$ cat src/rtl/jtag_sched_pkg.sv
// jtag_sched_pkg: shared FSM states, field widths and idle pin levels for the JTAG chain scheduler.
package jtag_sched_pkg;
    typedef enum logic [2:0] {IDLE, CHK, LOW, HIGH, RESP} state_t;
    localparam int CHAIN_W = 3;
    localparam int LEN_W = 5;
    localparam logic TMS_IDLE = 1'b1;
    localparam logic TDI_IDLE = 1'b1;
endpackage

$ cat src/rtl/jtag_rr_arbiter.sv
// jtag_rr_arbiter: round-robin grant among NUM_REQ requesters; the pointer moves past the winner on accept.
module jtag_rr_arbiter #(
    parameter int NUM_REQ = 4,
    localparam int IDX_W = $clog2(NUM_REQ)
) (
    input  logic               clk_i,
    input  logic               reset_i,
    input  logic [NUM_REQ-1:0] req_i,
    input  logic               accept_i,
    output logic               any_o,
    output logic [NUM_REQ-1:0] gnt_o,
    output logic [IDX_W-1:0]   idx_o
);
    logic [IDX_W-1:0] ptr_q, ptr_d;
    logic             found;

    always_comb begin
        idx_o = ptr_q;
        found = 1'b0;
        for (int k = 0; k < NUM_REQ; k++) begin
            int c;
            c = int'(ptr_q) + k;
            if (c >= NUM_REQ) c = c - NUM_REQ;
            if (!found && req_i[c]) begin
                found = 1'b1;
                idx_o = IDX_W'(c);
            end
        end
    end

    assign any_o = |req_i;
    assign gnt_o = any_o ? NUM_REQ'(1) << idx_o : '0;
    assign ptr_d = !accept_i ? ptr_q : (int'(idx_o) == NUM_REQ - 1) ? '0 : idx_o + IDX_W'(1);

    always_ff @(posedge clk_i or posedge reset_i) begin
        if (reset_i) ptr_q <= '0;
        else         ptr_q <= ptr_d;
    end
endmodule

$ cat src/rtl/jtag_chain_scheduler.sv
// jtag_chain_scheduler: fabric JTAG master that arbitrates requesters onto one of the
// downstream chains and shifts up to MAX_BITS TMS/TDI bits with a divided, registered TCK.
module jtag_chain_scheduler
    import jtag_sched_pkg::*;
#(
    parameter int NUM_REQ    = 4,
    parameter int NUM_CHAINS = 8,
    parameter int TCK_HALF   = 4,
    parameter int MAX_BITS   = 32
) (
    input  logic                          clk_i,
    input  logic                          reset_i,
    input  logic [NUM_REQ-1:0]            req_valid_i,
    output logic [NUM_REQ-1:0]            req_ready_o,
    input  logic [NUM_REQ*CHAIN_W-1:0]    req_chain_i,
    input  logic [NUM_REQ*LEN_W-1:0]      req_len_i,
    input  logic [NUM_REQ*MAX_BITS-1:0]   req_tms_i,
    input  logic [NUM_REQ*MAX_BITS-1:0]   req_tdi_i,
    output logic [NUM_REQ-1:0]            rsp_valid_o,
    output logic                          rsp_err_o,
    output logic [MAX_BITS-1:0]           rsp_tdo_o,
    output logic                          busy_o,
    output logic [NUM_CHAINS-1:0]         jtag_tck_o,
    output logic [NUM_CHAINS-1:0]         jtag_tms_o,
    output logic [NUM_CHAINS-1:0]         jtag_tdi_o,
    input  logic [NUM_CHAINS-1:0]         jtag_tdo_i,
    input  logic [NUM_CHAINS-1:0]         jtag_tdo_en_i,
    output logic [NUM_CHAINS-1:0]         jtag_sel_o
);
    localparam int IDX_W = $clog2(NUM_REQ);
    localparam int DIV_W = $clog2(TCK_HALF + 1);

    state_t                state_q, state_d;
    logic [NUM_REQ-1:0]    gnt_oh, own_q, own_d, ready_q, ready_d, rsp_valid_q, rsp_valid_d;
    logic [IDX_W-1:0]      gnt_idx;
    logic                  any_req, accept;
    logic [CHAIN_W-1:0]    chain_q, chain_d;
    logic [LEN_W-1:0]      len_q, len_d, cnt_q, cnt_d;
    logic [MAX_BITS-1:0]   tms_q, tms_d, tdi_q, tdi_d, acc_q, acc_d, rsp_tdo_q, rsp_tdo_d;
    logic [DIV_W-1:0]      div_q, div_d;
    logic [NUM_CHAINS-1:0] sel_q, sel_d;
    logic                  tck_q, tck_d, busy_q, busy_d, err_q, err_d, rsp_err_q, rsp_err_d;
    logic                  bit_tms_q, bit_tms_d, bit_tdi_q, bit_tdi_d;
    logic                  div_last, eff_tdo;

    jtag_rr_arbiter #(.NUM_REQ(NUM_REQ)) u_arb (
        .clk_i    (clk_i),
        .reset_i  (reset_i),
        .req_i    (req_valid_i),
        .accept_i (accept),
        .any_o    (any_req),
        .gnt_o    (gnt_oh),
        .idx_o    (gnt_idx)
    );

    assign accept   = (state_q == IDLE) && any_req;
    assign div_last = div_q == DIV_W'(TCK_HALF - 1);
    assign eff_tdo  = jtag_tdo_en_i[chain_q] ? jtag_tdo_i[chain_q] : 1'b1;

    always_comb begin
        state_d     = state_q;
        own_d       = own_q;
        chain_d     = chain_q;
        len_d       = len_q;
        tms_d       = tms_q;
        tdi_d       = tdi_q;
        cnt_d       = cnt_q;
        div_d       = div_q;
        tck_d       = tck_q;
        sel_d       = sel_q;
        busy_d      = busy_q;
        err_d       = err_q;
        bit_tms_d   = bit_tms_q;
        bit_tdi_d   = bit_tdi_q;
        acc_d       = acc_q;
        rsp_tdo_d   = rsp_tdo_q;
        rsp_err_d   = rsp_err_q;
        ready_d     = '0;
        rsp_valid_d = '0;
        case (state_q)
            IDLE: if (any_req) begin
                ready_d = gnt_oh;
                own_d   = gnt_oh;
                chain_d = req_chain_i[int'(gnt_idx)*CHAIN_W +: CHAIN_W];
                len_d   = req_len_i[int'(gnt_idx)*LEN_W +: LEN_W];
                tms_d   = req_tms_i[int'(gnt_idx)*MAX_BITS +: MAX_BITS];
                tdi_d   = req_tdi_i[int'(gnt_idx)*MAX_BITS +: MAX_BITS];
                state_d = CHK;
            end
            CHK: if (int'(chain_q) >= NUM_CHAINS) begin
                err_d   = 1'b1;
                state_d = RESP;
            end else begin
                err_d     = 1'b0;
                sel_d     = NUM_CHAINS'(1) << chain_q;
                busy_d    = 1'b1;
                cnt_d     = '0;
                div_d     = '0;
                acc_d     = '0;
                bit_tms_d = tms_q[0];
                bit_tdi_d = tdi_q[0];
                state_d   = LOW;
            end
            // TDO is captured on the same edge that raises TCK
            LOW: if (div_last) begin
                div_d        = '0;
                tck_d        = 1'b1;
                acc_d[cnt_q] = eff_tdo;
                state_d      = HIGH;
            end else div_d = div_q + DIV_W'(1);
            HIGH: if (div_last) begin
                div_d = '0;
                tck_d = 1'b0;
                if (cnt_q == len_q) state_d = RESP;
                else begin
                    cnt_d     = cnt_q + LEN_W'(1);
                    bit_tms_d = tms_q[cnt_q + LEN_W'(1)];
                    bit_tdi_d = tdi_q[cnt_q + LEN_W'(1)];
                    state_d   = LOW;
                end
            end else div_d = div_q + DIV_W'(1);
            RESP: begin
                rsp_valid_d = own_q;
                rsp_tdo_d   = err_q ? '1 : acc_q;
                rsp_err_d   = err_q;
                sel_d       = '0;
                busy_d      = 1'b0;
                bit_tms_d   = TMS_IDLE;
                bit_tdi_d   = TDI_IDLE;
                state_d     = IDLE;
            end
            default: state_d = IDLE;
        endcase
    end

    always_ff @(posedge clk_i or posedge reset_i) begin
        if (reset_i) begin
            state_q     <= IDLE;
            own_q       <= '0;
            ready_q     <= '0;
            rsp_valid_q <= '0;
            chain_q     <= '0;
            len_q       <= '0;
            tms_q       <= '0;
            tdi_q       <= '0;
            cnt_q       <= '0;
            div_q       <= '0;
            tck_q       <= 1'b0;
            sel_q       <= '0;
            busy_q      <= 1'b0;
            err_q       <= 1'b0;
            bit_tms_q   <= TMS_IDLE;
            bit_tdi_q   <= TDI_IDLE;
            acc_q       <= '0;
            rsp_tdo_q   <= '0;
            rsp_err_q   <= 1'b0;
        end else begin
            state_q     <= state_d;
            own_q       <= own_d;
            ready_q     <= ready_d;
            rsp_valid_q <= rsp_valid_d;
            chain_q     <= chain_d;
            len_q       <= len_d;
            tms_q       <= tms_d;
            tdi_q       <= tdi_d;
            cnt_q       <= cnt_d;
            div_q       <= div_d;
            tck_q       <= tck_d;
            sel_q       <= sel_d;
            busy_q      <= busy_d;
            err_q       <= err_d;
            bit_tms_q   <= bit_tms_d;
            bit_tdi_q   <= bit_tdi_d;
            acc_q       <= acc_d;
            rsp_tdo_q   <= rsp_tdo_d;
            rsp_err_q   <= rsp_err_d;
        end
    end

    assign req_ready_o = ready_q;
    assign rsp_valid_o = rsp_valid_q;
    assign rsp_err_o   = rsp_err_q;
    assign rsp_tdo_o   = rsp_tdo_q;
    assign busy_o      = busy_q;
    assign jtag_sel_o  = sel_q;
    assign jtag_tck_o  = sel_q & {NUM_CHAINS{tck_q}};
    assign jtag_tms_o  = (sel_q & {NUM_CHAINS{bit_tms_q}}) | (~sel_q & {NUM_CHAINS{TMS_IDLE}});
    assign jtag_tdi_o  = (sel_q & {NUM_CHAINS{bit_tdi_q}}) | (~sel_q & {NUM_CHAINS{TDI_IDLE}});
endmodule

$ cat config.mk
export PLATFORM = sky130hd
export DESIGN_NAME = jtag_chain_scheduler
export DESIGN_NICKNAME = d
export VERILOG_FILES = /design/src/rtl/jtag_sched_pkg.sv /design/src/rtl/jtag_rr_arbiter.sv /design/src/rtl/jtag_chain_scheduler.sv
export SDC_FILE = /design/constraint.sdc
export NUM_CORES = 1
export LEC_CHECK = 0
export ABC_CLOCK_PERIOD_IN_PS = 7590
export CORE_MARGIN = 1.5
export CORE_UTILIZATION = 46
export CTS_CLUSTER_DIAMETER = 150
export CTS_CLUSTER_SIZE = 28
export DETAILED_ROUTE_END_ITERATION = 8
export PLACE_DENSITY = 0.82
export SETUP_SLACK_MARGIN = 0.05
export SYNTH_ARGS = -nofsm -noshare
export SYNTH_HDL_FRONTEND = slang
export SYNTH_SLANG_ARGS = --single-unit
$ cat constraint.sdc
create_clock -name clk_i -period 7.59 [get_ports clk_i]
set_input_delay 1.518 -clock clk_i [delete_from_list [all_inputs] [get_ports clk_i]]
set_output_delay 1.518 -clock clk_i [all_outputs]
set_load 0.02 [all_outputs]
==> results of run 1 <==
-- per-stage QoR --
step	hold WS, ns	cells	utilization, %	power (uW)	setup WS, ns
floorplan	0.441	1118	-	3110	1.39
global placement	0.458	1701	63.4	3660	3.10
detailed placement	0.464	1701	63.4	3720	3.04
CTS	0.481	1733	66.3	4620	3.49
global route	0.501	1735	66.3	4900	3.13
finish	0.477	1735	66.3	4580	3.39
-- critical path, stage by stage --
cell and delay (ns):
clkdlybuf4s50_1 0.52, nor4_1 0.53, or4_4 0.84, buf_4 0.73
nand2_1 0.17, o31ai_2 0.09
-- cells in the mapped netlist (26+ instances only) --
library cell / instances / area, um^2
nand2_1: 266 / 998
dfrtp_1: 171 / 4280
and2_1: 87 / 544
and3_1: 78 / 488
o31ai_2: 66 / 826
a211oi_1: 44 / 330
buf_2: 42 / 210
nand3_1: 38 / 190
mux2_2: 33 / 372
a211oi_2: 30 / 375
clkbuf_1: 29 / 109
o21ai_0: 26 / 130
-- power groups by stage --
stage / clock network, uW / registers (uW) / logic (uW)
6_report: 899 / 1460 / 2220
5_1_grt: 952 / 1510 / 2440
4_1_cts: 913 / 1470 / 2240
3_5_place_dp: 0 / 1480 / 2240
3_3_place_gp: 0 / 1470 / 2190
2_1_floorplan: 0 / 1370 / 1740
-- area by class of cell --
cell class | instances | area share [%]
multi-input cells | 838 | 38.1
flip-flops and latches | 173 | 28.9
repair buffers | 393 | 26.0
clock buffers | 17 | 2.83
well taps | 285 | 2.38
clock inverters | 15 | 1.41
inverters | 12 | 0.350
diodes | 2 | 0.0333
-- cells by family after synthesis --
kind of cell	share of synthesized area (%)
mux	7.66
buf+inv	5.38
fa+ha+maj	0.708
other cells	0.0354
simple gates	24.6
compound gates	19.8
flops	40.9
xor+xnor	0.921
-- worst max-delay path by stage --
stage	from	end	slack, ns	depth (start not counted)
6_report	req_valid_i[1]	tdi_q[13]	3.39	6
3_5_place_dp	req_valid_i[1]	tms_q[4]	3.04	6
4_1_cts	req_valid_i[1]	tms_q[4]	3.49	6
3_3_place_gp	req_valid_i[1]	tdi_q[30]	3.10	5
2_1_floorplan	reset_i	acc_q[0]	1.39	1
5_1_grt	req_valid_i[1]	tdi_q[30]	3.13	6
-- registers in the layout, summed over array words and instances, names as in the netlist --
signal,cells
tdi_q,32
len_q,5
bit_tdi_q,1
u_arb.ptr_q,2
bit_tms_q,1
req_ready_o,4
rsp_tdo_o,32
div_q,3
tck_q,1
busy_o,1
jtag_sel_o,8
acc_q,32
cnt_q,5
tms_q,32
own_q,4
state_q,3
chain_q,3
rsp_valid_o,4
-- layer usage --
metal	routed length (um)	track usage, %
met4	616	7.28
met2	16600	48.6
met1	12500	31.0
met5	0	0
met3	1620	5.38
==> impl_metrics.toml, run 1 <==
[power]
ir_worst_vdd_uv = 200
combPwrFrac_pct = 48.4
power_frac_seq_pct = 32.0
power_leakage_uw = 0.00636
switchingPower_uw = 1920
p_per_area_nw_per_um2 = 305
intPower_uw = 2660
switching_share_pct = 41.8
clkPwrFrac_pct = 19.6

[global_route]
grt_pass1_wl_um = 49500
grt_pass1_vias = 9475
track_usage_pct = 26.4
grt_overflow = 0
antenna_found_initial = 2
grt_max_degree = 127

[timing]
clock.fmax_mhz = 238
drv_slew = 0
final.setup.tns_ns = 0
relSlewSlack_pct = 25.7
skew_ns = 0.0155
tightest_slew_ns = 1.11
setup_viol = 0
rsz0062_at_grt = "false"
fin_crit_ns = 4.20
timing.final.crit_share_pct = 55.3
hold_viol_final = 0

[yosys]
syn_nets = 1434
seq_area_frac_synth_pct = 40.9
synth_area_um2 = 10600
synth_seq_cells = 173
syn_avg_cell_area_um2 = 9.48
syn_inst = 1118
synth-edff-count = 0
ys_warn_count = 0
async_flop_share_pct = 100
yosysUniqueCellTypes = 57
ys.flop_type = "dfrtp_1"

[cells_and_area]
area_growth_pct = 41.6
drive_gt1_share_pct = 13.9
final_common_cell = "clkdlybuf4s50_1"
mostFrequentLayoutCells = "clkdlybuf4s50_1 (382), nand2_1 (266), dfrtp_1 (171)"
fillers = 1818
finalInstanceArea_um2 = 15000
seqCellArea_um2 = 4330
multi_input_area_um2 = 5720
finalNetCount = 1751

[hold_path]
hp-class = "reg -> reg"
hold_path_end = "own_q[1]"
hold_start = "own_q[1]"
hold-path-cell-count = 1

[floorplan]
start_util_pct = 46.8
core-area_um2 = 22600
rows = 55
die_height_um = 155
io_pins = 384
die_w_um = 155
die_area_um2 = 24000

[route]
first_pass_iters = 7
final_antenna_net_count = 0
wl_per_cell_um = 18.1
vias_per_cell = 5.47
drc = 0
dr_total_vias = 9487
drt_iter0_drc = 542
drt-total-wl_um = 31400

[cts]
cts_buffer_depth = 2
htreeDepth = 4
cts_setup_buffers = 0
cts_root_buffer = "clkbuf_16"
cts_hold_buf = 0
path_clk_slew_ns = 0.07
clkSinkCount = 173
postCtsResizedCells = 0
clock_latency_ns = 0.44
numCtsBuffers = 17
cts_tree = "built"

[critical_path]
r2r_end = "bit_tms_q"
crit_required_ns = 7.93
worstSetupStartpointType = "input pin"
path_max_fanout = 73
cp-end-kind = "flip-flop"
worstPathArrival_ns = 4.54
rrSetupSlack_ns = 4.45
reg2reg_depth = 8
reg2reg_from = "cnt_q[0]"
path_class = "in -> reg"

[job]
drv_cap = 0

[placement]
dpl_cell_area_um2 = 14400
dp_hpwl_um = 23400
gp_congestion = 0.873
io_buffers = 382

[outcome]
status = "completed"
(Power assumes the default switching activity.)
==> inputs of run 2 (changes only) <==
- ABC_CLOCK_PERIOD_IN_PS: 7590 -> 4300
- clock period: 7.59 -> 4.3 ns (I/O delays scaled with it)
==> run 2 against run 1 <==
- first-iteration DRC count down 12%
- sequential share of layout area shrank 0.096 points
- critical path type unchanged
- hold slack worse by 0.0011 ns
- register-to-register slack worse by 3.2 ns
- flip-flop and latch count unchanged
- core utilization grew 0.22 points
- count of clock-buffer cells in the layout up 2
- total power increased by 77%
- setup slack got worse by 2.2 ns
- non-clock buffer count is 5 higher
- critical path depth grew 3
- global-route usage rose by 0.48 points
==> impl_metrics.toml, run 2 (synthesis results as in run 1) <==
[outcome]
status = "completed"

[cts]
numCtsBuffers = 17
cts_setup_buffers = 0
cts_hold_buf = 0
path_clk_slew_ns = 0.07
htreeDepth = 4
cts_root_buffer = "clkbuf_16"
cts_tree = "built"
cts_buffer_depth = 2
clkSinkCount = 173
postCtsResizedCells = 0
clock_latency_ns = 0.43

[route]
drc = 0
drt_iter0_drc = 479
wl_per_cell_um = 18.5
drt-total-wl_um = 32300
final_antenna_net_count = 0
vias_per_cell = 5.52
first_pass_iters = 5
dr_total_vias = 9616

[cells_and_area]
multi_input_area_um2 = 5720
seqCellArea_um2 = 4330
area_growth_pct = 42.0
drive_gt1_share_pct = 14.1
finalInstanceArea_um2 = 15100
mostFrequentLayoutCells = "clkdlybuf4s50_1 (382), nand2_1 (266), dfrtp_1 (171)"
fillers = 1801
final_common_cell = "clkdlybuf4s50_1"
finalNetCount = 1756

[timing]
hold_ws_ns = 0.476
tightest_slew_ns = 1.10
relSlewSlack_pct = 26.5
final.setup.tns_ns = 0
rsz0062_at_grt = "false"
clock.fmax_mhz = 324
setup_viol = 0
timing.final.crit_share_pct = 71.8
drv_slew = 0
fin_crit_ns = 3.09
skew_ns = 0.0110
hold_viol_final = 0

[critical_path]
max_stage_delay_ns = 0.66
worstPathArrival_ns = 3.43
slowest_stage = "inv_4"
worstSetupStartpointType = "input pin"
r2r_end = "bit_tms_q"
reg2reg_depth = 9
path_max_fanout = 76
reg2reg_from = "cnt_q[0]"
crit_path_end = "tdi_q[6]"
cp-startpoint = "req_valid_i[2]"
path_class = "in -> reg"
crit_buf_inv = 3
rrSetupSlack_ns = 1.29
cp.depth = 9
cp-end-kind = "flip-flop"
cp_top_family = "buffers and inverters"
crit_required_ns = 4.64
crit_chain = "clkdlybuf4s50_1 -> nor2_1 -> a2bb2oi_1 -> o221a_4 -> inv_4 -> buf_12 -> nand2_1 -> and3_1 -> o31ai_2"

[placement]
dp_hpwl_um = 24600
gp_congestion = 0.872
io_buffers = 382
dpl_cell_area_um2 = 14500

[floorplan]
die_w_um = 155
core-area_um2 = 22600
die_height_um = 155
io_pins = 384
start_util_pct = 46.8
die_area_um2 = 24000
rows = 55

[global_route]
antenna_found_initial = 5
grt_overflow = 0
grt_pass1_vias = 9769
grt_pass1_wl_um = 50100
track_usage_pct = 26.9
grt_max_degree = 149

[hold_path]
hold_start = "own_q[3]"
hp-class = "reg -> reg"

[power]
ir_worst_vdd_uv = 405
power_leakage_uw = 0.00638
p_per_area_nw_per_um2 = 537

[job]
drv_cap = 0
==> run 2: cell count changes in the layout (fill, tap and decap cells not counted), moves of 2 or more <==
cell        change
clkinv_8        -8
buf_12          +6
clkinvlp_4      +4
clkinv_4        +2
diode_2         +2
inv_8           +2
==> run 2: per-layer routing <==
layer  vias up  part of all wire (%)  global-route usage, %
li1       4607                     -                      -
met1      4588                    38                   30.0
met2       331                    52                   48.2
met3        88                   5.7                   6.19
met4         2                   4.1                   13.0
met5         -                 0.040                      0
==> run 2: final cells by class <==
cell class,count,share of cell area [%]
tap,285,2.37
antenna,4,0.0665
clock buffer,19,2.94
multi-input combinational,838,38.0
sequential,173,28.8
inverter,12,0.341
clock inverter,13,0.848
timing repair buffer,398,26.7
==> run 2: worst min path at each step <==
| stage | to | slack, ns | depth (start not counted) |
|---|---|---|---|
| 2_1_floorplan | own_q[3] | 0.44 | 1 |
| 3_3_place_gp | own_q[3] | 0.45 | 1 |
| 3_5_place_dp | own_q[3] | 0.46 | 1 |
| 4_1_cts | own_q[3] | 0.47 | 1 |
| 5_1_grt | tdi_q[15] | 0.50 | 2 |
| 6_report | own_q[3] | 0.48 | 1 |
==> run 2: report_power, final <==
group	total (uW)	internal (uW)	leakage, uW	switching (uW)
Clock	1490	781	0.000271	706
Combinational	4000	1810	0.00388	2180
Sequential	2600	2140	0.00223	457
Total	8090	4740	0.00638	3350
==> run 2: through the flow <==
stage	cells	util, %	power (uW)	setup slack [ns]
floorplan	1118	-	5500	1.23
detailed placement	1706	63.9	6650	0.782
global placement	1706	63.9	6530	0.883
finish	1742	66.5	8090	1.21
CTS	1738	66.5	8140	1.23
global route	1741	66.5	8620	1.03
